<file path="config.mk">
export PLATFORM = sky130hd
export DESIGN_NAME = fetch_unit
export DESIGN_NICKNAME = d
export VERILOG_FILES = /design/src/rtl/fetch_pkg.sv /design/src/rtl/fetch_unit.sv
export SDC_FILE = /design/constraint.sdc
export NUM_CORES = 1
export LEC_CHECK = 0
export ABC_AREA = 1
export CAP_MARGIN = 20
export CORE_ASPECT_RATIO = 1.2
export CORE_MARGIN = 2
export CORE_UTILIZATION = 44
export DETAILED_ROUTE_END_ITERATION = 10
export GPL_TIMING_DRIVEN = 0
export MAX_ROUTING_LAYER = met4
export PLACE_DENSITY = 0.81
export SLEW_MARGIN = 10
export SYNTH_ARGS = -nofsm -noshare
export SYNTH_HDL_FRONTEND = slang
export SYNTH_SLANG_ARGS = --single-unit
</file>
<file path="constraint.sdc">
create_clock -name clk -period 4 [get_ports clk]
set_input_delay 0.8 -clock clk [delete_from_list [all_inputs] [get_ports clk]]
set_output_delay 0.8 -clock clk [all_outputs]
set_load 0.005 [all_outputs]
</file>
<file path="src/rtl/fetch_pkg.sv">
// Shared types and constants for the RV32I instruction fetch front end.
package fetch_pkg;

    typedef enum logic [1:0] {
        IDLE,
        REQ,
        WAIT,
        HOLD
    } fetch_state_e;

    localparam logic [31:0] NOP_INSTR = 32'h0000_0013;
    localparam logic [31:0] PC_STEP   = 32'd4;

    // Holding register for the instruction currently presented to decode.
    typedef struct packed {
        logic [31:0] instr;
        logic [31:0] pc;
    } fetch_buf_t;

    function automatic logic [31:0] align_word(input logic [31:0] a);
        return a & ~32'h3;
    endfunction

endpackage

</file>
<file path="src/rtl/fetch_unit.sv">
// Instruction fetch front end: owns the PC, runs a one-outstanding request/grant/response
// handshake to instruction memory and presents one instruction at a time to decode.
module fetch_unit
    import fetch_pkg::*;
#(
    parameter logic [31:0] RESET_PC = 32'h0000_0000
) (
    input  logic        clk,
    input  logic        rst,
    output logic        imem_req,
    output logic [31:0] imem_addr,
    input  logic        imem_gnt,
    input  logic        imem_rvalid,
    input  logic [31:0] imem_rdata,
    input  logic        redirect,
    input  logic [31:0] redirect_pc,
    output logic        instr_valid,
    input  logic        instr_ready,
    output logic [31:0] instr,
    output logic [6:0]  opcode,
    output logic [31:0] instr_pc,
    output logic [31:0] instr_pc_plus4
);

    fetch_state_e state;
    logic [31:0]  pc;
    logic         kill;
    logic         req_q;
    logic         valid_q;
    fetch_buf_t   ibuf_q;
    logic [31:0]  target;

    assign target = align_word(redirect_pc);

    always_ff @(posedge clk or posedge rst) begin
        if (rst) begin
            state   <= IDLE;
            pc      <= RESET_PC;
            kill    <= 1'b0;
            req_q   <= 1'b0;
            valid_q <= 1'b0;
            ibuf_q  <= '{instr: NOP_INSTR, pc: 32'h0};
        end else begin
            case (state)
                IDLE: begin
                    state <= REQ;
                    req_q <= 1'b1;
                end
                REQ: begin
                    if (redirect)
                        pc <= target;
                    // A grant alongside a redirect belongs to the old pc: mark it for discard.
                    if (imem_gnt) begin
                        state <= WAIT;
                        req_q <= 1'b0;
                        kill  <= redirect;
                    end
                end
                WAIT: begin
                    if (imem_rvalid) begin
                        kill <= 1'b0;
                        if (redirect || kill) begin
                            state <= REQ;
                            req_q <= 1'b1;
                            if (redirect)
                                pc <= target;
                        end else begin
                            state   <= HOLD;
                            valid_q <= 1'b1;
                            ibuf_q  <= '{instr: imem_rdata, pc: pc};
                        end
                    end else if (redirect) begin
                        kill <= 1'b1;
                        pc   <= target;
                    end
                end
                HOLD: begin
                    // Redirect wins over pc+4 even when decode accepts in the same cycle.
                    if (redirect || instr_ready) begin
                        state   <= REQ;
                        req_q   <= 1'b1;
                        valid_q <= 1'b0;
                        pc      <= redirect ? target : ibuf_q.pc + PC_STEP;
                    end
                end
                default: begin
                    state <= IDLE;
                    req_q <= 1'b0;
                end
            endcase
        end
    end

    assign imem_req       = req_q;
    assign imem_addr      = pc;
    assign instr_valid    = valid_q;
    assign instr          = ibuf_q.instr;
    assign instr_pc       = ibuf_q.pc;
    assign opcode         = ibuf_q.instr[6:0];
    assign instr_pc_plus4 = ibuf_q.pc + PC_STEP;

endmodule
</file>
==> results.py <==
metrics = {
    "logic_synthesis": {
        "synthDistinctLibCells": 26,
        "seq_area_frac_synth": 0.490,
        "synth_edf_count": 0,
        "ys_ff_latch": 101,
        "synth_common_cells": "nand2_1, dfrtp_1, nor2_1",
        "synthTopCellsByArea": "dfrtp_1, nand2_1, nor2_1",
        "yosys.area.top_type_share": 0.475,
        "yosysMostFrequentCell": "nand2_1",
        "synth_fp_nets": 767,
        "syn_inst": 692,
        "ys_async_sr_fraction": 1.00,
        "synthFlopType": "dfrtp_1",
        "syn_area_um2": 5170,
        "yosysWarnings": 0,
        "synth_top_cell_by_area": "dfrtp_1",
        "synth.avg_cell_area_um2": 7.47,
    },
    "layout": {
        "final_util": 0.675,
        "fin_nets": 983,
        "fillCellCount": 988,
        "area_delta_synth_final_pct": 50.4,
        "final_cells": 1070,
        "antenna_cells": 0,
        "drive_above_1_share": 0.0767,
    },
    "route": {
        "routed_wl_um": 16000,
        "num_vias": 5257,
        "drt_pass1_iterations": 6,
        "drc": 0,
        "viasPerCell": 4.91,
        "drt_iter0_drc": 371,
        "wl_per_cell_um": 15.0,
        "ant_nets": 0,
    },
    "grt": {
        "grt_pass1_vias": 4990,
        "grt_use_total": 0.266,
        "antenna_found_initial": 0,
        "grt_overflow_total": 0,
        "grt_pass1_wl_um": 24900,
        "grt_max_degree": 62,
    },
    "clock_network": {
        "cts_buffer_depth": 2,
        "cts_tree": "yes",
        "insertion_delay_ns": 0.35,
        "hold_buffers": 0,
        "cts.sinks": 101,
        "clk_pin_slew_ns": 0.07,
        "cts_root_buf": "clkbuf_16",
        "cts-buffers-inserted": 9,
        "cts_max_level": 3,
        "postCtsSetupRepairBufs": 0,
        "cts-resized-gates": 0,
    },
    "placed_design": {
        "dp_cells": 1054,
        "numPortBuffers": 204,
        "gp_congestion": 0.916,
        "hpwl_um": 12100,
    },
    "status": {
        "status": "complete, no violations",
    },
    "setup_path": {
        "critPathKind": "flop to output port",
        "crit_top_cell": "nand2_1",
        "worstPathRequired_ns": 3.20,
        "crit_chain": "nand2_1 > nor2_1 > nand2_1 > nor2_1 > nand3_1 > nand2_1 > clkdlybuf4s50_1",
        "crit_path_start_kind": "flop",
        "worstReg2RegStart": "state[1]",
        "end_kind": "output port",
        "reg2reg_setup_slack_ns": 2.00,
        "max_stage_delay_ns": 0.50,
        "reg2regPathDepth": 7,
        "cp_data_arrival_time_ns": 2.31,
        "timing.rr.end": "imem_addr[21]",
        "crit_fanout": 5,
        "slowest_stage": "clkdlybuf4s50_1",
    },
    "die": {
        "start_util": 0.449,
        "fp.dieH_um": 123,
        "num_io_pins": 207,
        "die_w_um": 103,
        "num_rows": 43,
        "coreArea_um2": 11500,
        "die_area_um2": 12600,
    },
    "sta": {
        "setup-violations-final": 0,
        "finalHoldViolCount": 0,
        "fin_skew_ns": 0.00623,
        "worst_pin_slew_ns": 0.600,
        "period_share": 0.778,
        "period_needed_ns": 3.11,
        "tns_ns": 0,
        "relSlewSlack": 0.600,
        "rsz0062_at_grt": "false",
        "timing.hold.ws_ns": 0.469,
        "finalMaxSlewViolations": 0,
        "fmax_ghz": 0.321,
    },
    "worst_hold_path": {
        "hold_depth": 2,
        "hp-class": "flop to flop",
        "min_to": "instr[30]",
        "min_from": "instr[30]",
    },
    "power_and_ir_drop": {
        "p_leak_nw": 3.63,
        "p_per_area_nw_per_um2": 710,
        "peakVddDrop_uv": 330,
    },
    "run": {
        "maxCapViolations": 0,
    },
}
[routing by layer]
metal  global-route usage  share of wire
met5                    -              0
met4                0.127          0.041
met3               0.0387          0.059
met2                0.439           0.50
met1                0.317           0.40
[layout by cell type (no fill, tap or decap), types with 8 or more instances in the layout]
cell,n
a21oi_1,28
buf_4,15
clkbuf_1,9
clkbuf_16,9
clkdlybuf4s50_1,204
dfrtp_1,98
inv_1,45
nand2_1,284
nand3_1,28
nor2_1,78
nor2_2,8
o21ai_0,44
[through the flow]
stage / total power [mW] / worst slack, ns / instance area (µm²)
2_1_floorplan: 2.89 / 0.558 / 5170
4_1_cts: 5.54 / 0.908 / 7770
3_3_place_gp: 4.49 / -1.08 / 7400
5_1_grt: 5.89 / 0.801 / 7770
3_5_place_dp: 4.54 / 1.29 / 7440
6_report: 5.52 / 0.889 / 7770
[sequential cells by signal, summed over array words and instances, names as in the netlist]
signal,count
imem_req,1
instr,32
instr_valid,1
instr_pc,32
kill,1
state,2
imem_addr,32
[area by class of cell]
type                            count  area, µm²  share of cell area
Clock inverter                      6       92.6              0.0119
Tap cell                          157        196              0.0253
Timing Repair Buffer              205       2070               0.266
Inverter                           49        189              0.0243
Clock buffer                       10        239              0.0308
Sequential cell                   101       2530               0.326
Buffer                             33        204              0.0263
Multi-Input combinational cell    509       2250               0.289
[critical path: cells and delay by family, from the launching register on]
family / cells / cell delay (ns)
flops: 1 / 0.46
buf+inv: 1 / 0.50
simple gates: 6 / 0.99
[worst max path at each step]
stage,start,end,cells past startpoint
global route,instr_pc[15],instr_pc_plus4[27],7
finish,instr_pc[15],instr_pc_plus4[27],7
CTS,instr_pc[15],instr_pc_plus4[27],7
detailed placement,instr_pc[15],instr_pc_plus4[27],7
global placement,rst,instr[25],2
floorplan,rst,imem_addr[0],1
[kinds of logic after synthesis]
family / synth area share
xor gates and xnor gates: 0.0153
DFF: 0.490
buffers and inverters: 0.0751
adders and majority gates: 0.0121
AOI/OAI and AO/OA: 0.0819
and+or+nand+nor: 0.326
[power by group]
part	switching, mW	internal, mW	total [mW]	leakage (nW)
Combinational	1.21	1.47	2.68	2.26
Sequential	0.405	1.45	1.86	1.21
Clock	0.401	0.570	0.972	0.156
Total	2.02	3.50	5.52	3.63
Power figures use the tool's default switching activity.
